===== src/rtl/usb3_comma_aligner.sv =====
// usb3_comma_aligner
//   Symbol aligner in the recovered-clock domain, feeding the USB 3.0 elastic
//   buffer. Unaligned 10-bit deserializer words are joined with the previous
//   word into a 20-bit window. All 10 bit offsets of that window are searched
//   for a K28.5 comma. The aligner locks after LOCK_CNT consecutive commas at
//   one offset. It then emits symbol-aligned words. Lock is dropped after
//   LOSS_CNT consecutive commas at a different offset.
//
// Ports
//   rclk          in   recovered clock
//   rrst          in   synchronous reset, active-high
//   data_in[9:0]  in   raw deserializer word, bit 0 received first
//   data_in_vld   in   data_in valid this cycle
//   data_out[9:0] out  aligned symbol
//   data_out_vld  out  data_out valid (only while locked)
//   comma_out     out  data_out is a K28.5 comma (qualified by data_out_vld)
//   locked        out  alignment locked
//   align_off[3:0] out current lock offset, 0..9
//   dbg_state[1:0] out aligner FSM state, for observation only
//
// Valid semantics: there is no backpressure. A word is consumed on every rclk
// edge where data_in_vld=1. Cycles with data_in_vld=0 freeze all state and
// drive data_out_vld low for one cycle while data_out holds. The output
// pipeline is a single register stage.
module usb3_comma_aligner #(
  parameter int unsigned LOCK_CNT  = 3,
  parameter int unsigned LOSS_CNT  = 4,
  parameter logic [9:0]  COMMA_NEG = 10'h17C,
  parameter logic [9:0]  COMMA_POS = 10'h283
) (
  input  logic       rclk,
  input  logic       rrst,
  input  logic [9:0] data_in,
  input  logic       data_in_vld,
  output logic [9:0] data_out,
  output logic       data_out_vld,
  output logic       comma_out,
  output logic       locked,
  output logic [3:0] align_off,
  output logic [1:0] dbg_state
);

  typedef enum logic [1:0] {
    ST_UNLOCKED  = 2'd0,
    ST_CANDIDATE = 2'd1,
    ST_LOCKED    = 2'd2
  } state_t;

  state_t      r_state;
  logic [9:0]  r_prev;
  logic        r_primed;
  logic [3:0]  r_cand_off;
  logic [3:0]  r_align_off;
  logic [2:0]  r_cnt;
  logic [2:0]  r_err;
  logic [9:0]  r_data_out;
  logic        r_data_out_vld;
  logic        r_comma_out;
  logic        r_locked;

  logic [19:0] w_win;
  logic [9:0]  w_hit;
  logic        w_hit_any;
  logic [3:0]  w_hit_off;
  state_t      w_state_n;
  logic [3:0]  w_cand_n;
  logic [3:0]  w_align_n;
  logic [2:0]  w_cnt_n;
  logic [2:0]  w_err_n;
  logic [3:0]  w_next_off;
  logic [19:0] w_shift;
  logic [9:0]  w_sym;
  logic        w_sym_comma;

  // Window: previous word occupies the low (earlier) half.
  assign w_win = {data_in, r_prev};

  // Comma search over all offsets. The first word after reset has no real
  // predecessor in r_prev, so detection waits until r_primed is set.
  always_comb begin
    w_hit     = '0;
    w_hit_off = 4'd0;
    for (int k = 0; k < 10; k++) begin
      w_hit[k] = r_primed &&
                 ((w_win[k +: 10] == COMMA_NEG) || (w_win[k +: 10] == COMMA_POS));
    end
    // Descending scan so the lowest hitting offset is the one kept.
    for (int k = 9; k >= 0; k--) begin
      if (w_hit[k]) w_hit_off = 4'(k);
    end
  end

  assign w_hit_any = |w_hit;

  // Next-state logic.
  always_comb begin
    w_state_n = r_state;
    w_cand_n  = r_cand_off;
    w_align_n = r_align_off;
    w_cnt_n   = r_cnt;
    w_err_n   = r_err;
    if (data_in_vld && w_hit_any) begin
      case (r_state)
        ST_UNLOCKED: begin
          w_cand_n  = w_hit_off;
          w_cnt_n   = 3'd1;
          w_state_n = ST_CANDIDATE;
        end
        ST_CANDIDATE: begin
          if (w_hit_off == r_cand_off) begin
            w_cnt_n = r_cnt + 3'd1;
            if (w_cnt_n == 3'(LOCK_CNT)) begin
              w_state_n = ST_LOCKED;
              w_align_n = r_cand_off;
            end
          end else begin
            // A comma elsewhere restarts the confirmation count there.
            w_cand_n = w_hit_off;
            w_cnt_n  = 3'd1;
          end
        end
        ST_LOCKED: begin
          if (w_hit_off == r_align_off) begin
            w_err_n = 3'd0;
          end else begin
            w_err_n = r_err + 3'd1;
            if (w_err_n == 3'(LOSS_CNT)) begin
              // align_off deliberately keeps its last value.
              w_state_n = ST_UNLOCKED;
              w_err_n   = 3'd0;
              w_cnt_n   = 3'd0;
            end
          end
        end
        default: w_state_n = ST_UNLOCKED;
      endcase
    end
  end

  // Output symbol uses the offset held after this edge, so the comma that
  // completes lock is emitted on the same edge that locked rises.
  assign w_next_off  = (w_state_n == ST_CANDIDATE) ? w_cand_n : w_align_n;
  assign w_shift     = w_win >> w_next_off;
  assign w_sym       = w_shift[9:0];
  assign w_sym_comma = (w_sym == COMMA_NEG) || (w_sym == COMMA_POS);

  always_ff @(posedge rclk) begin
    if (rrst) begin
      r_state        <= ST_UNLOCKED;
      r_prev         <= 10'd0;
      r_primed       <= 1'b0;
      r_cand_off     <= 4'd0;
      r_align_off    <= 4'd0;
      r_cnt          <= 3'd0;
      r_err          <= 3'd0;
      r_data_out     <= 10'd0;
      r_data_out_vld <= 1'b0;
      r_comma_out    <= 1'b0;
      r_locked       <= 1'b0;
    end else if (data_in_vld) begin
      r_state        <= w_state_n;
      r_prev         <= data_in;
      r_primed       <= 1'b1;
      r_cand_off     <= w_cand_n;
      r_align_off    <= w_align_n;
      r_cnt          <= w_cnt_n;
      r_err          <= w_err_n;
      r_data_out     <= w_sym;
      r_data_out_vld <= (w_state_n == ST_LOCKED);
      r_comma_out    <= w_sym_comma;
      r_locked       <= (w_state_n == ST_LOCKED);
    end else begin
      r_data_out_vld <= 1'b0;
    end
  end

  assign data_out     = r_data_out;
  assign data_out_vld = r_data_out_vld;
  assign comma_out    = r_comma_out;
  assign locked       = r_locked;
  assign align_off    = r_align_off;
  assign dbg_state    = r_state;

endmodule

===== config.mk =====
export PLATFORM = sky130hd
export DESIGN_NAME = usb3_comma_aligner
export DESIGN_NICKNAME = d
export VERILOG_FILES = /design/src/rtl/usb3_comma_aligner.sv
export SDC_FILE = /design/constraint.sdc
export NUM_CORES = 1
export LEC_CHECK = 0
export BUFFER_PORTS_ARGS = -buffer_cell sky130_fd_sc_hd__buf_2
export CAP_MARGIN = 5
export CELL_PAD_IN_SITES_DETAIL_PLACEMENT = 0
export CELL_PAD_IN_SITES_GLOBAL_PLACEMENT = 1
export CORE_MARGIN = 5
export CORE_UTILIZATION = 46
export DETAILED_ROUTE_END_ITERATION = 12
export PLACE_DENSITY_LB_ADDON = 0.1
export SLEW_MARGIN = 25
export SYNTH_ARGS = -nofsm -noshare
export SYNTH_HDL_FRONTEND = slang
export SYNTH_SLANG_ARGS = --single-unit
export TNS_END_PERCENT = 100

===== constraint.sdc =====
create_clock -name rclk -period 5.9 [get_ports rclk]
set_input_delay 0 -clock rclk [delete_from_list [all_inputs] [get_ports rclk]]
set_output_delay 0 -clock rclk [all_outputs]
set_load 0.05 [all_outputs]

==> flow_summary.ini, run 1 <==
[status]
status = complete, no violations

[cells_and_area]
fillCellCount = 879
layout.nets = 573
diodes = 0
layout-drive-gt1-share_pct = 15.6
stdcell_count = 661
seq_area_um2 = 801
final_common_cell = nor2_1
fin_util_pct = 50.6
postLayoutCellArea_um2 = 4430
multi_input_area_um2 = 3080
final_cell_mix = nor2_1 (69), nand2_1 (50), mux2i_1 (41)
area_growth_pct = 6.72

[placed_design]
gp_congestion = 0.935
place_area_um2 = 4310
dp_hpwl_mm = 9.62
dp_slack_ns = 0.509
io_buffers = 31
dp_cells = 653

[drt]
dr.pass1.iters = 5
vias = 4416
wl_per_cell_um = 20.5
wl_met3_um = 957
drt_iter0_markers = 472
wl_met1_mm = 5.91
drc = 0
met2_length_mm = 6.18
top_layer = met4
routed_wl_mm = 13.5
ant_nets = 0
via_per_inst = 6.68

[yosys]
synth_nets = 566
synth_compound_area_share_pct = 22.5
yosysUniqueCellTypes = 81
muxShareOfSynthArea_pct = 13.7
async_flop_share_pct = 0
synth_fa_ha_area_share_pct = 2.41
yosys.area_share.simple_pct = 33.8
ys_warn_count = 0
synth-main-ff-cell = dfxtp_1
syn-instance-count = 545
synth_area_per_cell_um2 = 7.62
ys_seq_area_share_pct = 19.3
synth_top_family_by_area = simple AND/OR/NAND/NOR gates
synth_edf_count = 0
syn_area_um2 = 4150
synthXorXnorAreaFrac_pct = 1.69
ys_seq_elements = 40

[die]
ios = 32
fp.dieH_um = 105
start_util_pct = 47.4
rows = 34
die-area_um2 = 11000
die_w_um = 105
core_area_um2 = 8760

[timing]
period_share_pct = 94.3
slew_headroom_pct = 40.5
drv_slew = 0
worst_pin_slew_ns = 0.875
hold_slack_ns = 0.0198
layout_min_cycle_time_ns = 5.56
grt_setup_unrepaired = no
fin_skew_ns = 0.00644
setup_tns_ns = 0
fmax_mhz = 180
hold_viol = 0
setup_slack_ns = 0.339
setup_viol = 0

[power]
p_comb_share_pct = 17.5
worst_ir_drop_vdd_uv = 72.1
seq_power_share_pct = 45.4
internal_power_mw = 0.444
swShare_pct = 31.0
p_per_area_nw_per_um2 = 145
power_mw = 0.643
p_switching_mw = 0.199
p_leak_nw = 1.69
clockPowerShare_pct = 37.2

[global_route]
grt_pass1_wl_mm = 22.2
overflow = 0
grt_pass1_vias = 4232
grt_usage_pct = 24.2
grt_max_degree = 41
antenna_found_initial = 0

[critical_path]
start_kind = flip-flop
critPathMaxStageDelay_ns = 0.80
crit_slowest_cell = mux2i_2
path_cells = and3b_1, nand3b_1, a21oi_1, or4_1, or3_1, nand3_2, o2111ai_1, o211a_4, nor2_8, mux2i_2, mux2_2, o21ai_0, nand3b_1, or4_1, nand3_1
crit_type = flip-flop to flip-flop
cp.required_ns = 6.14
worstPathArrival_ns = 5.80
rr_worst_depth = 15
crit_path_max_fanout = 18
end_kind = flip-flop

[flow_run]
max-cap-violations = 0

[clocking]
clock_latency_ns = 0.30
cts_buffers = 5
cts_tree = built
cts_root_buf = clkbuf_8
cts_max_level = 2
cts.sinks = 40
clockBufferDepth = 2
cts_resized = 0
holdBufCountCts = 0
clk_pin_slew_ns = 0.09
cts_setup_buffers = 0

[worst_hold_path]
hp-class = primary input to flip-flop
hold_depth = 3
-- worst paths after layout --
check	slack, ns	startpoint	end
worst max-delay path	0.34	r_prev[7]	comma_out
worst min-delay path	0.02	data_in[9]	r_prev[9]
worst max register to register	0.34	r_prev[7]	comma_out
worst min register to register	0.46	locked	locked
-- flip-flops by register name (all words and copies together), names as in the netlist --
signal	count
locked	1
dbg_state	2
r_prev	10
comma_out	1
data_out_vld	1
r_cand_off	4
r_primed	1
data_out	10
align_off	4
r_err	3
r_cnt	3
-- worst max-delay path: cells and delay by family (launching register included) --
kind               cells  cell delay, ns
and+or+nand+nor        9            2.49
muxes                  2            1.23
AOI/OAI and AO/OA      4            1.07
DFF                    1            0.72
-- cell families after synthesis --
group	count (synthesis)
AOI/OAI and AO/OA	125
xor gates and xnor gates	8
adders and majority gates	8
buffers and inverters	55
DFF	40
muxes	53
and+or+nand+nor	256
-- synth_stat cells, types with 5 or more instances --
library cell  number  area share, %
dfxtp_1           40             19
ha_1               8            2.4
mux2_2             5            1.4
nand3_1           36            4.3
xnor2_1            6            1.3
a22oi_1           18            3.3
nor3b_1            5           0.90
nor4_1            10            1.5
nand4_1           15            2.3
inv_1              9           0.81
buf_2             20            2.4
nor2b_1            5           0.75
clkbuf_1          19            1.7
a21oi_1           12            1.4
nand2_1           50            4.5
a211oi_1           7            1.3
a311oi_1          14            3.0
o21ai_0           27            3.3
mux2i_1           41            9.9
nor3_1            19            2.3
nor2_1            69            6.2
-- per-layer routing --
metal,up-vias,GRT usage [%]
met5,-,0
met4,0,10.8
met3,33,1.79
met2,202,38.9
met1,2097,33.2
li1,2084,-
-- power groups by stage --
stage | sequential, mW | combinational, mW | clock [mW]
detailed placement | 0.297 | 0.111 | 0
CTS | 0.291 | 0.111 | 0.246
finish | 0.292 | 0.112 | 0.239
floorplan | 0.298 | 0.0776 | 0
global placement | 0.297 | 0.110 | 0
global route | 0.293 | 0.123 | 0.255
-- final cells by class --
type / instances / area share [%]
Inverter: 9 / 0.762
Multi-Input combinational cell: 450 / 69.4
Clock inverter: 3 / 1.07
Timing Repair Buffer: 46 / 6.04
Clock buffer: 5 / 1.55
Tap cell: 108 / 3.05
Sequential cell: 40 / 18.1
No activity file was read; power rests on OpenSTA's default activity.
==> run 2: changes to the inputs <==
Settings changed: BUFFER_PORTS_ARGS -buffer_cell sky130_fd_sc_hd__buf_2 to -buffer_cell sky130_fd_sc_hd__clkbuf_2.
==> flow_summary.ini, run 2 (synthesis results as in run 1) <==
[worst_hold_path]
hp-class = primary input to flip-flop
hold_depth = 3
hold_path_end = r_prev[9]
hold_start = data_in[9]

[timing]
grt_setup_unrepaired = no
drv_slew = 0
layout_min_cycle_time_ns = 5.47
hold_slack_ns = 0.0515
setup_viol = 0
setup_slack_ns = 0.431
hold_viol = 0
setup_tns_ns = 0
worst_pin_slew_ns = 0.915
fin_skew_ns = 0.0130
fmax_mhz = 183
period_share_pct = 92.7
slew_headroom_pct = 37.8

[cells_and_area]
stdcell_count = 662
layout.nets = 574
area_growth_pct = 6.87
diodes = 0
layout-drive-gt1-share_pct = 15.7
seq_area_um2 = 801
fin_util_pct = 50.6
final_common_cell = nor2_1
fillCellCount = 902
final_cell_mix = nor2_1 (69), nand2_1 (50), mux2i_1 (41)
multi_input_area_um2 = 3080
postLayoutCellArea_um2 = 4440

[drt]
dr.pass1.iters = 6
top_layer = met4
vias = 4418
routed_wl_mm = 13.7
via_per_inst = 6.67
wl_met1_mm = 6.26
drt_iter0_markers = 603
met2_length_mm = 6.22
wl_met3_um = 773
drc = 0
wl_per_cell_um = 20.6
ant_nets = 0

[critical_path]
worstPathArrival_ns = 5.72
rr_worst_depth = 15
end_kind = flip-flop
rr_startpoint = r_prev[7]
cp.required_ns = 6.15
rrSetupSlack_ns = 0.43
crit_type = flip-flop to flip-flop
r2r-end = comma_out
crit_path_max_fanout = 18
start_kind = flip-flop

[clocking]
clk_pin_slew_ns = 0.09
holdBufCountCts = 0
cts_resized = 0
cts_max_level = 2
clock_latency_ns = 0.31
cts_buffers = 5
cts_setup_buffers = 0
cts_tree = built
cts_root_buf = clkbuf_8
clockBufferDepth = 2
cts.sinks = 40

[power]
power_mw = 0.650
p_leak_nw = 1.68
p_per_area_nw_per_um2 = 147
worst_ir_drop_vdd_uv = 109

[placed_design]
place_area_um2 = 4320
dp_cells = 654
gp_congestion = 0.949
dp_slack_ns = 0.530
io_buffers = 31
dp_hpwl_mm = 9.69

[global_route]
overflow = 0
grt_max_degree = 41
grt_pass1_wl_mm = 22.2
grt_usage_pct = 24.4
grt_pass1_vias = 4155
antenna_found_initial = 0

[die]
fp.dieH_um = 105
core_area_um2 = 8760
rows = 34
start_util_pct = 47.4
die-area_um2 = 11000
ios = 32
die_w_um = 105

[flow_run]
max-cap-violations = 0

[status]
status = complete, no violations
-- run 2: metal layers --
metal	vias to the layer above	track usage, %
li1	2082	-
met1	2133	33.7
met2	174	39.3
met3	29	2.71
met4	0	8.86
met5	-	0
-- run 2: area by class of cell --
class	instances	area share, %
inverters	9	0.761
clock buffers	5	1.55
repair buffers	47	6.20
clock inverters	3	1.04
well taps	108	3.05
flip-flops and latches	40	18.0
multi-input cells	450	69.3
-- run 2: worst max-delay path, cell delays in order (launching register included) --
cell       delay [ns]
dfxtp_1          0.69
and3b_1          0.26
nand3b_1         0.10
a21oi_1          0.09
or4_1            0.54
or3_1            0.39
nand3_2          0.24
o2111ai_1        0.22
o211a_4          0.27
nor2_8           0.31
mux2i_2          0.82
mux2_2           0.42
o21ai_0          0.40
nand3b_1         0.15
or4_1            0.41
nand3_1          0.09
-- run 2: how the worst max path moves through the flow --
stage | startpoint | endpoint | slack, ns | depth (start not counted)
finish | r_prev[7] | comma_out | 0.43 | 15
floorplan | r_prev[5] | comma_out | 1.32 | 19
global route | r_prev[5] | comma_out | 0.13 | 16
detailed placement | r_prev[5] | comma_out | 0.53 | 15
CTS | r_prev[5] | comma_out | 0.52 | 15
global placement | r_prev[7] | comma_out | 0.55 | 15
-- run 2: where the power goes --
part	internal, mW	total, mW	switching (mW)
Sequential	0.277	0.292	0.0143
Combinational	0.0390	0.113	0.0740
Clock	0.128	0.246	0.118
==> run 3: changes to the inputs <==
Settings changed: ABC_AREA set to 1, CORE_UTILIZATION 46 to 42.
==> flow_summary.ini, run 3 <==
[yosys]
syn_area_um2 = 3620
yosysMostFrequentCell = nand2_1
synth-main-ff-cell = dfxtp_1
yosysUniqueCellTypes = 38
yosysTopAreaCellShare_pct = 22.1
ys_seq_area_share_pct = 22.1
synth_edf_count = 0
ys_warn_count = 0
synth_area_leader_cell = dfxtp_1
ys_seq_elements = 40
yosys-top-cells-count = nand2_1 (189), nand3_1 (102), nor2_1 (75), inv_1 (59), dfxtp_1 (40)
synth_nets = 650
syn-instance-count = 629
synthTopCellsByArea = dfxtp_1 (22%), nand2_1 (20%), nand3_1 (14%)
async_flop_share_pct = 0
synth_area_per_cell_um2 = 5.75

[global_route]
grt_usage_pct = 21.6
grt_pass1_vias = 3768
grt_pass1_wl_mm = 18.2
overflow = 0
grt_max_degree = 40
antenna_found_initial = 0

[power]
p_switching_mw = 0.207
p_comb_share_pct = 19.2
internal_power_mw = 0.440
p_per_area_nw_per_um2 = 165
clockPowerShare_pct = 35.4
p_leak_nw = 2.06
swShare_pct = 32.0
worst_ir_drop_vdd_uv = 113
seq_power_share_pct = 45.4

[clocking]
cts_root_buf = clkbuf_8
clock_latency_ns = 0.30
holdBufCountCts = 1
cts_resized = 0
cts_tree = built
cts.sinks = 40
cts_buffers = 5
cts_max_level = 2
cts_setup_buffers = 0
clockBufferDepth = 2
clk_pin_slew_ns = 0.08

[worst_hold_path]
hold_path_end = r_prev[8]
hp-class = primary input to flip-flop
hold_start = data_in[8]
hold_depth = 3

[timing]
layout_min_cycle_time_ns = 4.02
period_share_pct = 68.1
drv_slew = 0
fin_skew_ns = 0.00810
hold_viol = 0
fmax_mhz = 249
grt_setup_unrepaired = no
setup_tns_ns = 0
setup_viol = 0
worst_pin_slew_ns = 0.791
setup_slack_ns = 1.88
slew_headroom_pct = 47.3

[cells_and_area]
final_common_cell = nand2_1
fillCellCount = 898
final_cell_mix = nand2_1 (189), nand3_1 (102), nor2_1 (75)
layout.nets = 672
diodes = 0
layout-drive-gt1-share_pct = 13.7
area_growth_pct = 8.64
fin_util_pct = 47.4

[placed_design]
dp_hpwl_mm = 8.41
gp_congestion = 0.928
dp_slack_ns = 1.96
io_buffers = 31

[critical_path]
rr_startpoint = r_prev[9]
crit_slowest_cell = dfxtp_1
critPathMaxStageDelay_ns = 0.52
crit_path_max_fanout = 13
cp.required_ns = 6.10
start_kind = flip-flop
crit_type = flip-flop to flip-flop
path_common_cell = nand2_1
rr_worst_depth = 33
end_kind = flip-flop
r2r-end = comma_out
rrSetupSlack_ns = 1.88
worstPathArrival_ns = 4.22

[drt]
routed_wl_mm = 10.9
dr.pass1.iters = 5
drc = 0
vias = 4019
drt_iter0_markers = 290
via_per_inst = 5.31
wl_per_cell_um = 14.4
ant_nets = 0

[die]
core_area_um2 = 8300
die-area_um2 = 10600
rows = 33
start_util_pct = 43.6
fp.dieH_um = 103
die_w_um = 103
ios = 32

[flow_run]
max-cap-violations = 0

[status]
status = complete, no violations
-- run 3: cell families after synthesis --
group	after synthesis	share of synthesized area, %
buf+inv	98	11.1
flops	40	22.1
compound gates	67	10.8
simple gates	413	52.5
fa+ha+maj	8	2.77
xor+xnor	3	0.726
-- run 3: how the worst max path moves through the flow --
stage,from,to,slack [ns],cells past startpoint
2_1_floorplan,r_prev[8],comma_out,2.87,35
3_3_place_gp,r_prev[9],comma_out,1.92,33
3_5_place_dp,r_prev[9],comma_out,1.96,33
4_1_cts,r_prev[9],comma_out,1.93,33
5_1_grt,r_prev[9],comma_out,1.30,32
6_report,r_prev[9],comma_out,1.88,33
-- run 3: through the flow --
stage	total power, mW	hold WS, ns	instance area, µm²	std cells
final	0.647	0.0154	3930	757
after global routing	0.677	0.0306	3930	757
after CTS	0.653	0.0216	3930	757
after detailed placement	0.422	0.317	3810	748
after global placement	0.422	0.307	3810	748
after floorplan	0.385	0.166	3620	629
-- run 3: metal layers --
layer  global-route usage (%)  vias up  part of all wire, %
met5                        0        -                    0
met2                     35.2      137                   46
met3                     2.98       29                  5.5
met4                     7.77        0                  3.0
met1                     29.2     1794                   46
li1                         -     2059                    -
-- run 3: power by group through the flow --
stage | logic [mW] | clock network (mW) | registers, mW
2_1_floorplan | 0.0735 | 0 | 0.312
3_3_place_gp | 0.123 | 0 | 0.299
3_5_place_dp | 0.123 | 0 | 0.300
4_1_cts | 0.124 | 0.236 | 0.293
5_1_grt | 0.138 | 0.243 | 0.295
6_report | 0.124 | 0.229 | 0.294
-- run 3: area by class of cell --
| cell class | count | area, µm² | share of cell area [%] |
|---|---|---|---|
| clock buffers | 6 | 72.6 | 1.85 |
| clock inverters | 2 | 35.0 | 0.891 |
| inverters | 80 | 303 | 7.70 |
| multi-input cells | 491 | 2420 | 61.5 |
| flip-flops and latches | 40 | 801 | 20.4 |
| well taps | 105 | 131 | 3.34 |
| repair buffers | 33 | 173 | 4.39 |
-- run 3: worst max-delay path: cells and delay by family (launching register included) --
kind	cells	cell delay [ns]
simple gates	27	2.48
flops	1	0.52
buf+inv	4	0.33
compound gates	2	0.56
